<file path="src/rtl/alu_seq_pkg.sv">
// Shared opcodes, FSM state encoding and size defaults for the ALU command sequencer.
package alu_seq_pkg;

  localparam int DW_DEF   = 16;
  localparam int NREG_DEF = 8;

  localparam logic [2:0] OP_NEG  = 3'b000;
  localparam logic [2:0] OP_INC  = 3'b001;
  localparam logic [2:0] OP_ADD  = 3'b010;
  localparam logic [2:0] OP_AVG  = 3'b011;
  localparam logic [2:0] OP_AND  = 3'b100;
  localparam logic [2:0] OP_OR   = 3'b101;
  localparam logic [2:0] OP_PASS = 3'b110;
  localparam logic [2:0] OP_ILL  = 3'b111;

  typedef enum logic [1:0] {
    S_IDLE  = 2'd0,
    S_FETCH = 2'd1,
    S_EXEC  = 2'd2,
    S_WB    = 2'd3
  } state_t;

endpackage

</file>
<file path="src/rtl/alu_cmd_sequencer_if.sv">
// Host-side bundle: command handshake, host register write port and architectural status.
interface alu_cmd_sequencer_if #(
  parameter int DW = 16
);
  logic          cmd_valid;
  logic          cmd_ready;
  logic [2:0]    cmd_op;
  logic [2:0]    cmd_ra;
  logic [2:0]    cmd_rb;
  logic [2:0]    cmd_rd;
  logic          cmd_use_c;
  logic          wr_en;
  logic [2:0]    wr_addr;
  logic [DW-1:0] wr_data;
  logic          wr_err;
  logic          done;
  logic          op_err;
  logic [DW-1:0] result;
  logic          flag_z;
  logic          flag_n;
  logic          flag_c;

  modport master (
    output cmd_valid, cmd_op, cmd_ra, cmd_rb, cmd_rd, cmd_use_c,
    output wr_en, wr_addr, wr_data,
    input  cmd_ready, wr_err, done, op_err, result, flag_z, flag_n, flag_c
  );

  modport slave (
    input  cmd_valid, cmd_op, cmd_ra, cmd_rb, cmd_rd, cmd_use_c,
    input  wr_en, wr_addr, wr_data,
    output cmd_ready, wr_err, done, op_err, result, flag_z, flag_n, flag_c
  );
endinterface

</file>
<file path="src/rtl/alu_seq_regfile.sv">
// NREG x DW register file: two asynchronous read ports, one write port, r0 reads as zero.
module alu_seq_regfile #(
  parameter int DW   = 16,
  parameter int NREG = 8,
  parameter int AW   = $clog2(NREG)
) (
  input  logic          clk,
  input  logic          rst_n,
  input  logic [AW-1:0] ra_addr,
  input  logic [AW-1:0] rb_addr,
  output logic [DW-1:0] ra_data,
  output logic [DW-1:0] rb_data,
  input  logic          we,
  input  logic [AW-1:0] waddr,
  input  logic [DW-1:0] wdata
);

  logic [DW-1:0] mem [NREG];

  always_ff @(posedge clk or negedge rst_n) begin
    if (!rst_n) begin
      for (int i = 0; i < NREG; i++) mem[i] <= '0;
    end else if (we && (waddr != '0)) begin
      mem[waddr] <= wdata;
    end
  end

  assign ra_data = (ra_addr == '0) ? '0 : mem[ra_addr];
  assign rb_data = (rb_addr == '0) ? '0 : mem[rb_addr];

endmodule

</file>
<file path="src/rtl/alu_cmd_sequencer.sv">
// Multi-cycle command driver for the combinational datapath ALU: fetch operands, execute,
// then write back result and Z/N/C flags, one command every four cycles.
module alu_cmd_sequencer
  import alu_seq_pkg::*;
#(
  parameter int DW   = DW_DEF,
  parameter int NREG = NREG_DEF
) (
  input  logic                clk,
  input  logic                rst_n,
  alu_cmd_sequencer_if.slave  bus,
  output logic [DW-1:0]       alu_a,
  output logic [DW-1:0]       alu_b,
  output logic                alu_c,
  output logic [2:0]          alu_opc,
  input  logic [DW-1:0]       alu_w,
  input  logic                alu_zer,
  input  logic                alu_neg
);

  localparam int AW = $clog2(NREG);

  state_t        state;
  logic [2:0]    op_q;
  logic [AW-1:0] ra_q;
  logic [AW-1:0] rb_q;
  logic [AW-1:0] rd_q;
  logic          use_c_q;
  logic [DW-1:0] w_q;
  logic          zer_q;
  logic          neg_q;
  logic          cry_q;

  logic [DW-1:0] rdata_a;
  logic [DW-1:0] rdata_b;
  logic          host_we;
  logic          wb_we;
  logic          rf_we;
  logic [AW-1:0] rf_waddr;
  logic [DW-1:0] rf_wdata;

  function automatic logic carry_out(input logic [DW-1:0] a, input logic [DW-1:0] b,
                                     input logic cin);
    logic [DW:0] sum;
    sum = {1'b0, a} + {1'b0, b} + {{DW{1'b0}}, cin};
    return sum[DW];
  endfunction

  // The host owns the write port only while idle; otherwise it belongs to writeback.
  assign host_we  = bus.wr_en && (state == S_IDLE);
  assign wb_we    = (state == S_WB) && (op_q != OP_ILL);
  assign rf_we    = host_we || wb_we;
  assign rf_waddr = wb_we ? rd_q : bus.wr_addr[AW-1:0];
  assign rf_wdata = wb_we ? w_q : bus.wr_data;
  assign bus.wr_err = bus.wr_en && (state != S_IDLE);

  alu_seq_regfile #(
    .DW   (DW),
    .NREG (NREG),
    .AW   (AW)
  ) u_regfile (
    .clk     (clk),
    .rst_n   (rst_n),
    .ra_addr (ra_q),
    .rb_addr (rb_q),
    .ra_data (rdata_a),
    .rb_data (rdata_b),
    .we      (rf_we),
    .waddr   (rf_waddr),
    .wdata   (rf_wdata)
  );

  always_ff @(posedge clk or negedge rst_n) begin
    if (!rst_n) begin
      state         <= S_IDLE;
      bus.cmd_ready <= 1'b1;
      bus.done      <= 1'b0;
      bus.op_err    <= 1'b0;
      bus.result    <= '0;
      bus.flag_z    <= 1'b0;
      bus.flag_n    <= 1'b0;
      bus.flag_c    <= 1'b0;
      op_q          <= '0;
      ra_q          <= '0;
      rb_q          <= '0;
      rd_q          <= '0;
      use_c_q       <= 1'b0;
      w_q           <= '0;
      zer_q         <= 1'b0;
      neg_q         <= 1'b0;
      cry_q         <= 1'b0;
      alu_a         <= '0;
      alu_b         <= '0;
      alu_c         <= 1'b0;
      alu_opc       <= '0;
    end else begin
      bus.done   <= 1'b0;
      bus.op_err <= 1'b0;
      case (state)
        S_IDLE: begin
          if (bus.cmd_valid) begin
            op_q          <= bus.cmd_op;
            ra_q          <= bus.cmd_ra[AW-1:0];
            rb_q          <= bus.cmd_rb[AW-1:0];
            rd_q          <= bus.cmd_rd[AW-1:0];
            use_c_q       <= bus.cmd_use_c;
            bus.cmd_ready <= 1'b0;
            state         <= S_FETCH;
          end
        end
        // Operands are read here, after any same-edge host write has landed.
        S_FETCH: begin
          alu_a   <= rdata_a;
          alu_b   <= rdata_b;
          alu_opc <= op_q;
          alu_c   <= use_c_q && bus.flag_c && (op_q == OP_ADD);
          state   <= S_EXEC;
        end
        S_EXEC: begin
          w_q        <= alu_w;
          zer_q      <= alu_zer;
          neg_q      <= alu_neg;
          cry_q      <= carry_out(alu_a, alu_b, alu_c);
          bus.done   <= 1'b1;
          bus.op_err <= (op_q == OP_ILL);
          state      <= S_WB;
        end
        S_WB: begin
          if (op_q != OP_ILL) begin
            bus.result <= w_q;
            bus.flag_z <= zer_q;
            bus.flag_n <= neg_q;
            if (op_q == OP_ADD) bus.flag_c <= cry_q;
          end
          bus.cmd_ready <= 1'b1;
          state         <= S_IDLE;
        end
        default: begin
          bus.cmd_ready <= 1'b1;
          state         <= S_IDLE;
        end
      endcase
    end
  end

endmodule

</file>
<file path="src/flat_wrapper.sv">
// flat-port wrapper written by rule: the top's interface ports become plain ports
module alu_cmd_sequencer_flat import alu_seq_pkg::*;
#(
  parameter int DW   = DW_DEF,
  parameter int NREG = NREG_DEF
)
  (clk, rst_n, alu_a, alu_b, alu_c, alu_opc, alu_w, alu_zer, alu_neg, bus_cmd_valid, bus_cmd_op, bus_cmd_ra, bus_cmd_rb, bus_cmd_rd, bus_cmd_use_c, bus_wr_en, bus_wr_addr, bus_wr_data, bus_cmd_ready, bus_wr_err, bus_done, bus_op_err, bus_result, bus_flag_z, bus_flag_n, bus_flag_c);
  alu_cmd_sequencer_if #(.DW(DW)) bus_i ();
  input  logic clk;
  input  logic rst_n;
  output logic [DW-1:0] alu_a;
  output logic [DW-1:0] alu_b;
  output logic alu_c;
  output logic [2:0] alu_opc;
  input  logic [DW-1:0] alu_w;
  input  logic alu_zer;
  input  logic alu_neg;
  input wire logic [$bits(bus_i.cmd_valid)-1:0] bus_cmd_valid;
  input wire logic [$bits(bus_i.cmd_op)-1:0] bus_cmd_op;
  input wire logic [$bits(bus_i.cmd_ra)-1:0] bus_cmd_ra;
  input wire logic [$bits(bus_i.cmd_rb)-1:0] bus_cmd_rb;
  input wire logic [$bits(bus_i.cmd_rd)-1:0] bus_cmd_rd;
  input wire logic [$bits(bus_i.cmd_use_c)-1:0] bus_cmd_use_c;
  input wire logic [$bits(bus_i.wr_en)-1:0] bus_wr_en;
  input wire logic [$bits(bus_i.wr_addr)-1:0] bus_wr_addr;
  input wire logic [$bits(bus_i.wr_data)-1:0] bus_wr_data;
  output wire logic [$bits(bus_i.cmd_ready)-1:0] bus_cmd_ready;
  output wire logic [$bits(bus_i.wr_err)-1:0] bus_wr_err;
  output wire logic [$bits(bus_i.done)-1:0] bus_done;
  output wire logic [$bits(bus_i.op_err)-1:0] bus_op_err;
  output wire logic [$bits(bus_i.result)-1:0] bus_result;
  output wire logic [$bits(bus_i.flag_z)-1:0] bus_flag_z;
  output wire logic [$bits(bus_i.flag_n)-1:0] bus_flag_n;
  output wire logic [$bits(bus_i.flag_c)-1:0] bus_flag_c;
  assign bus_i.cmd_valid = bus_cmd_valid;
  assign bus_i.cmd_op = bus_cmd_op;
  assign bus_i.cmd_ra = bus_cmd_ra;
  assign bus_i.cmd_rb = bus_cmd_rb;
  assign bus_i.cmd_rd = bus_cmd_rd;
  assign bus_i.cmd_use_c = bus_cmd_use_c;
  assign bus_i.wr_en = bus_wr_en;
  assign bus_i.wr_addr = bus_wr_addr;
  assign bus_i.wr_data = bus_wr_data;
  assign bus_cmd_ready = bus_i.cmd_ready;
  assign bus_wr_err = bus_i.wr_err;
  assign bus_done = bus_i.done;
  assign bus_op_err = bus_i.op_err;
  assign bus_result = bus_i.result;
  assign bus_flag_z = bus_i.flag_z;
  assign bus_flag_n = bus_i.flag_n;
  assign bus_flag_c = bus_i.flag_c;
  alu_cmd_sequencer #(.DW(DW), .NREG(NREG)) u_core (.clk(clk), .rst_n(rst_n), .bus(bus_i), .alu_a(alu_a), .alu_b(alu_b), .alu_c(alu_c), .alu_opc(alu_opc), .alu_w(alu_w), .alu_zer(alu_zer), .alu_neg(alu_neg));
endmodule
</file>
<file path="config.mk">
export PLATFORM = sky130hd
export DESIGN_NAME = alu_cmd_sequencer_flat
export DESIGN_NICKNAME = d
export VERILOG_FILES = /design/src/rtl/alu_seq_pkg.sv /design/src/rtl/alu_cmd_sequencer_if.sv /design/src/rtl/alu_seq_regfile.sv /design/src/rtl/alu_cmd_sequencer.sv /design/src/flat_wrapper.sv
export SDC_FILE = /design/constraint.sdc
export NUM_CORES = 1
export LEC_CHECK = 0
export ABC_CLOCK_PERIOD_IN_PS = 3000
export CAP_MARGIN = 20
export CORE_ASPECT_RATIO = 0.6
export CORE_MARGIN = 2
export CORE_UTILIZATION = 49
export CTS_BUF_LIST = sky130_fd_sc_hd__clkbuf_16
export CTS_CLUSTER_SIZE = 24
export DETAILED_ROUTE_END_ITERATION = 8
export PLACE_DENSITY = 0.83
export SLEW_MARGIN = 20
export SYNTH_ARGS = -nofsm -noshare
export SYNTH_HDL_FRONTEND = slang
export SYNTH_SLANG_ARGS = --single-unit
</file>
<file path="constraint.sdc">
create_clock -name clk -period 3 [get_ports clk]
set_input_delay 0.6 -clock clk [delete_from_list [all_inputs] [get_ports clk]]
set_output_delay 0.6 -clock clk [all_outputs]
set_load 0.01 [all_outputs]
</file>
==> results of run 1 <==
## logic make-up after synthesis
kind of cell / Yosys count / share of synthesized area
flops: 204 / 0.498
buf+inv: 58 / 0.0304
simple gates: 120 / 0.0499
mux: 261 / 0.332
fa+ha+maj: 20 / 0.0244
compound gates: 96 / 0.0649
## path summary, 6_finish.rpt
| path | to | slack [ns] |
|---|---|---|
| hold / removal | u_core.w_q[9] | 0.11 |
| hold reg to reg | u_core.bus.result[10] | 0.47 |
| setup reg to reg | u_core.u_regfile.mem[31] | 0.53 |
| min in group clk | u_core.bus.result[10] | 0.47 |
| max in group asynchronous | u_core.bus.result[0] | 2.11 |
| setup / recovery | bus_wr_err | 0.38 |
## final cells by class
| class | count | area, um^2 | area share |
|---|---|---|---|
| repair buffers | 137 | 1400 | 0.114 |
| well taps | 273 | 342 | 0.0278 |
| clock buffers | 21 | 526 | 0.0427 |
| clock inverters | 14 | 56.3 | 0.00458 |
| flip-flops and latches | 204 | 5110 | 0.415 |
| multi-input cells | 497 | 4840 | 0.394 |
| inverters | 7 | 26.3 | 0.00214 |
## routing by layer
| metal | track usage | up-vias |
|---|---|---|
| li1 | - | 3006 |
| met1 | 0.343 | 3423 |
| met2 | 0.376 | 190 |
| met3 | 0.0424 | 43 |
| met4 | 0.0646 | 0 |
| met5 | 0 | - |
## cells in the mapped netlist (all sizes together) (3+ instances only)
cell type / number / area, um^2
buf: 23 / 180
a21oi: 7 / 35.0
o21ai: 40 / 200
dfrtp: 203 / 5080
a2111oi: 3 / 26.3
a211oi: 5 / 37.5
clkbuf: 28 / 105
ha: 20 / 250
a22oi: 31 / 233
nor2b: 4 / 25.0
inv: 7 / 26.3
mux4: 32 / 721
a41oi: 3 / 48.8
nand2: 95 / 357
mux2: 227 / 2670
nand3: 5 / 37.5
nor2: 7 / 26.3
## flip-flops by register name, summed over array words and instances, names as in the netlist, 2 cells and up
signal and count:
u_core.alu_opc 3, u_core.rb_q 3, u_core.rd_q 3, u_core.u_regfile.mem 112
u_core.w_q 16, u_core.alu_a 16, u_core.alu_b 16, u_core.bus.result 16
u_core.op_q 3, u_core.ra_q 3, u_core.state 2
## metrics by stage
step | area [um^2] | instances
2_1_floorplan | 10300 | 759
3_3_place_gp | 11700 | 1118
3_5_place_dp | 11700 | 1118
4_1_cts | 12300 | 1153
5_1_grt | 12300 | 1153
6_report | 12300 | 1153
## worst max-delay path: stages (launching register included)
cell and delay (ns):
sky130_fd_sc_hd__dfrtp_1 0.42, sky130_fd_sc_hd__inv_1 0.10, sky130_fd_sc_hd__ha_1 0.31, sky130_fd_sc_hd__nor2b_1 0.15, sky130_fd_sc_hd__clkdlybuf4s50_1 0.54
## power breakdown
group / total [mW] / switching, mW / internal, mW
Sequential: 5.22 / 1.13 / 4.09
Clock: 2.31 / 1.05 / 1.26
Combinational: 6.56 / 2.86 / 3.71
Total: 14.1 / 5.04 / 9.06
==> impl_metrics.py, run 1 <==
metrics = {
    "finish": {
        "synthToLayoutAreaGrowth_pct": 19.9,
        "proportion_of_layout_cells_with_a_drive_suffix_above_1": 0.363,
        "layout_commonest_cell": "sky130_fd_sc_hd__dfrtp_1",
        "final_core_util": 0.607,
        "fin_nets": 941,
        "nFillCells": 1588,
        "insertedDiodeCount": 0,
        "layout.cells.most_common_list": "sky130_fd_sc_hd__dfrtp_1 (203), sky130_fd_sc_hd__mux2_2 (197), sky130_fd_sc_hd__clkdlybuf4s50_1 (111)",
    },
    "timing": {
        "setup_violations": 0,
        "max_clock_freq_mhz": 382,
        "rsz0062_at_grt": "false",
        "fin_hold_ws_ns": 0.110,
        "timing.setup.tns_ns": 0,
        "final.period_utilization": 0.873,
        "report.final.hold_viol_count": 0,
        "finalWorstPathRequiredPeriod_ns": 2.62,
        "slew_headroom": 0.419,
        "final.setup.worst_slack_ns": 0.380,
        "clock_skew_ns": 0.00754,
        "slew_violations": 0,
        "worstMarginPinSlew_ns": 0.872,
    },
    "yosys": {
        "synth-edff-count": 0,
        "warnings_from_yosys": 0,
        "postSynth.topFlopCell": "sky130_fd_sc_hd__dfrtp_1",
        "synth_instances": 759,
        "yosysUniqueCellTypes": 38,
        "postSynthRegisterBits": 204,
        "synthesis.nets": 833,
        "seq_area_frac_synth": 0.498,
        "cell_area_synth_mm2": 0.0103,
        "syn_avg_cell_area_um2": 13.5,
        "async_flop_share": 1.00,
    },
    "critical_path": {
        "cp-end-kind": "output pin",
        "critPathLaunch": "u_core.state[0]",
        "critical_path_arrival_ns": 2.02,
        "critical_path_class": "register to output pin",
        "setup.worst_path.start_class": "register",
        "reg2regPathDepth": 4,
        "regToRegStartpoint": "u_core.state[0]",
        "timing.critical_path.fanout_max": 8,
        "cp.required_ns": 2.40,
    },
    "routing": {
        "wire_per_inst_um": 21.6,
        "drt_iter0_markers": 488,
        "routed-wl-met2_mm": 11.6,
        "met1_length_mm": 11.4,
        "firstDrtPassIters": 6,
        "route.detailed.drc": 0,
        "met3RoutedLength_mm": 1.45,
        "routed_wirelength_mm": 24.9,
        "final_antenna_net_count": 0,
        "detailroute.via_count": 6662,
        "routed_via_density": 5.78,
        "highest_layer": "met4",
    },
    "clocking": {
        "clk_pin_slew_ns": 0.06,
        "postCtsResizedCells": 0,
        "tritoncts.num_buffers": 20,
        "root_buffer_selected_by_cts": "sky130_fd_sc_hd__clkbuf_16",
        "cts.path.max_buffers": 3,
        "cts_setup_buffers": 0,
        "cts_hold_repair.buffers": 0,
        "numClockSinks": 204,
        "cts_tree": "done",
        "clock_latency_reported_for_the_late_side_of_the_worst_skew_pair_ns": 0.49,
        "cts.htree.levels": 1,
    },
    "floorplan": {
        "die_area_mm2": 0.0221,
        "fp-row-count": 40,
        "dieWidth_um": 191,
        "coreArea_mm2": 0.0203,
        "height_of_the_die_um": 116,
        "design.portCount": 113,
        "initial_core_utilization": 0.506,
    },
    "pwr": {
        "p_leak_nw": 5.33,
        "powerDensity_mw_per_mm2": 1150,
        "fin_total_pwr_mw": 14.1,
        "vdd_ir_drop_max_uv": 542,
    },
    "worst_hold_path": {
        "hold_class": "input pin to asynchronous set/reset pin",
    },
    "global_route": {
        "globalRouteOverflowTotal": 0,
        "grt_pass1_vias": 7026,
        "grt_start_max_net_pins": 70,
        "grtUsageTotal": 0.238,
        "wire_length_of_the_first_global_routing_pass_mm": 40.4,
        "antenna_violations_before_repair": 0,
    },
    "place": {
        "place_congestion": 0.817,
        "preCtsSetupSlack_ns": 0.294,
        "dp.final_hpwl_mm": 16.6,
        "number_of_port_buffers": 112,
    },
    "job": {
        "max_cap_viol_count": 0,
    },
    "outcome": {
        "outcome": "finished clean",
    },
}
Note: power is estimated with default switching activity, not from simulation.
==> run 2: changes to the inputs <==
--- a/config.mk
+++ b/config.mk
@@ -5,10 +5,10 @@
 export SDC_FILE = /design/constraint.sdc
 export NUM_CORES = 1
 export LEC_CHECK = 0
-export ABC_CLOCK_PERIOD_IN_PS = 3000
+export ABC_CLOCK_PERIOD_IN_PS = 2610
 export CAP_MARGIN = 20
 export CORE_ASPECT_RATIO = 0.6
-export CORE_MARGIN = 2
+export CORE_MARGIN = 4
 export CORE_UTILIZATION = 49
 export CTS_BUF_LIST = sky130_fd_sc_hd__clkbuf_16
 export CTS_CLUSTER_SIZE = 24
==> constraint.sdc (replaced) <==
create_clock -name clk -period 2.61 [get_ports clk]
set_input_delay 0.522 -clock clk [delete_from_list [all_inputs] [get_ports clk]]
set_output_delay 0.522 -clock clk [all_outputs]
set_load 0.01 [all_outputs]
==> impl_metrics.py, run 2 (synthesis results as in run 1) <==
metrics = {
    "outcome": {
        "outcome": "finished clean",
    },
    "timing": {
        "finalWorstPathRequiredPeriod_ns": 2.47,
        "max_clock_freq_mhz": 404,
        "slew_violations": 0,
        "final.period_utilization": 0.948,
        "final.setup.worst_slack_ns": 0.136,
        "rsz0062_at_grt": "false",
        "worstMarginPinSlew_ns": 1.04,
        "clock_skew_ns": 0.0147,
        "slew_headroom": 0.304,
        "setup_violations": 0,
        "report.final.hold_viol_count": 0,
        "timing.setup.tns_ns": 0,
        "fin_hold_ws_ns": 0.0533,
    },
    "finish": {
        "layout.cells.most_common_list": "sky130_fd_sc_hd__dfrtp_1 (203), sky130_fd_sc_hd__mux2_2 (197), sky130_fd_sc_hd__clkdlybuf4s50_1 (110)",
        "sequential_cell_area_mm2": 0.00511,
        "stdcell_area_mm2": 0.0125,
        "final_core_util": 0.616,
        "synthToLayoutAreaGrowth_pct": 21.8,
        "register_with_the_most_flip_flops": "u_core.u_regfile.mem",
        "fin_cells": 1170,
        "layout_commonest_cell": "sky130_fd_sc_hd__dfrtp_1",
        "multi_input_comb_area_mm2": 0.00484,
        "nFillCells": 1558,
        "fin_nets": 957,
        "number_of_flip_flops_under_the_largest_register_name": 112,
        "proportion_of_layout_cells_with_a_drive_suffix_above_1": 0.377,
        "insertedDiodeCount": 0,
    },
    "routing": {
        "firstDrtPassIters": 5,
        "detailroute.via_count": 6849,
        "routed_via_density": 5.85,
        "final_antenna_net_count": 0,
        "wire_per_inst_um": 22.6,
        "routed_wirelength_mm": 26.4,
        "drt_iter0_markers": 449,
        "route.detailed.drc": 0,
    },
    "global_route": {
        "grt_start_max_net_pins": 77,
        "antenna_violations_before_repair": 0,
        "wire_length_of_the_first_global_routing_pass_mm": 42.2,
        "globalRouteOverflowTotal": 0,
        "grtUsageTotal": 0.226,
        "grt_pass1_vias": 7417,
    },
    "pwr": {
        "p_leak_nw": 5.43,
        "fin_total_pwr_mw": 16.7,
        "vdd_ir_drop_max_uv": 696,
        "powerDensity_mw_per_mm2": 1330,
    },
    "critical_path": {
        "crit_slowest_cell": "sky130_fd_sc_hd__a31oi_4",
        "critical_path_arrival_ns": 2.84,
        "cp-end-kind": "register",
        "setup.worst_path.start_class": "register",
        "crit_path_cell_trace": "buf_4 > ha_1 > and2_4 > a31oi_4 > mux2_2",
        "critical_path_class": "register to register",
        "timing.critical_path.buf_inv": 1,
        "crit_path_max_incr_delay_ns": 0.89,
        "critical-path-top-delay-family": "compound AO/OA/AOI/OAI gates",
        "timing.critical_path.fanout_max": 25,
        "critPathLaunch": "u_core.state[0]",
        "cp.required_ns": 2.97,
        "regToRegStartpoint": "u_core.state[0]",
    },
    "job": {
        "max_cap_viol_count": 0,
    },
    "floorplan": {
        "coreArea_mm2": 0.0203,
        "design.portCount": 113,
        "die_area_mm2": 0.0234,
        "initial_core_utilization": 0.506,
        "height_of_the_die_um": 120,
        "fp-row-count": 40,
        "dieWidth_um": 195,
    },
    "clocking": {
        "tritoncts.num_buffers": 21,
        "root_buffer_selected_by_cts": "sky130_fd_sc_hd__clkbuf_16",
        "cts.path.max_buffers": 3,
        "clk_pin_slew_ns": 0.07,
        "numClockSinks": 204,
        "cts_hold_repair.buffers": 0,
        "cts_tree": "done",
        "cts.htree.levels": 1,
        "clock_latency_reported_for_the_late_side_of_the_worst_skew_pair_ns": 0.49,
    },
    "place": {
        "place_congestion": 0.805,
        "preCtsSetupSlack_ns": 0.0135,
        "post-place-cells": 1132,
        "dp.final_hpwl_mm": 17.6,
        "number_of_port_buffers": 112,
        "post_dp_cell_area_mm2": 0.0119,
    },
    "worst_hold_path": {
        "hold_class": "input pin to asynchronous set/reset pin",
    },
}
-- run 2: cell count changes in the layout (fill, tap and decap cells not counted), moves of 2 or more --
cell,previous run,this run
sky130_fd_sc_hd__buf_4,18,30
sky130_fd_sc_hd__buf_12,7,10
sky130_fd_sc_hd__clkinv_2,3,5
sky130_fd_sc_hd__inv_1,13,9
-- run 2: where the power goes --
group | switching (mW) | internal, mW | total (mW)
logic | 3.37 | 4.40 | 7.78
registers | 1.36 | 4.70 | 6.06
clock network | 1.26 | 1.57 | 2.83
total | 5.99 | 10.7 | 16.7
-- run 2: final cells by class --
class | instances | area share
Sequential cell | 204 | 0.409
Clock buffer | 21 | 0.0421
Inverter | 7 | 0.00210
Tap cell | 273 | 0.0273
Timing Repair Buffer | 152 | 0.124
Clock inverter | 16 | 0.00831
Multi-Input combinational cell | 497 | 0.387
-- run 2: timing repair --
| item | CTS | global route |
|---|---|---|
| buffers inserted | 0 | 1 |
| endpoints found under the hold margin | 0 | 0 |
| gates resized for setup | 0 | 1 |
| endpoints found under the setup margin | 0 | 1 |
-- run 2: metal layers --
metal | GRT usage | vias up | part of all wire
li1 | - | 3040 | -
met1 | 0.323 | 3533 | 0.45
met2 | 0.365 | 238 | 0.47
met3 | 0.0421 | 38 | 0.059
met4 | 0.0497 | 0 | 0.017
met5 | 0 | - | 0
-- run 2: path summary, 6_finish.rpt --
path | endpoint | slack (ns) | depth (start not counted)
max | u_core.u_regfile.mem[18] | 0.14 | 5
min | u_core.bus.result[10] | 0.05 | 1
max reg2reg | u_core.u_regfile.mem[18] | 0.14 | 5
min reg2reg | u_core.bus.flag_n | 0.47 | 2
max in group asynchronous | u_core.w_q[6] | 1.79 | 2
min in group clk | u_core.bus.flag_n | 0.47 | 2
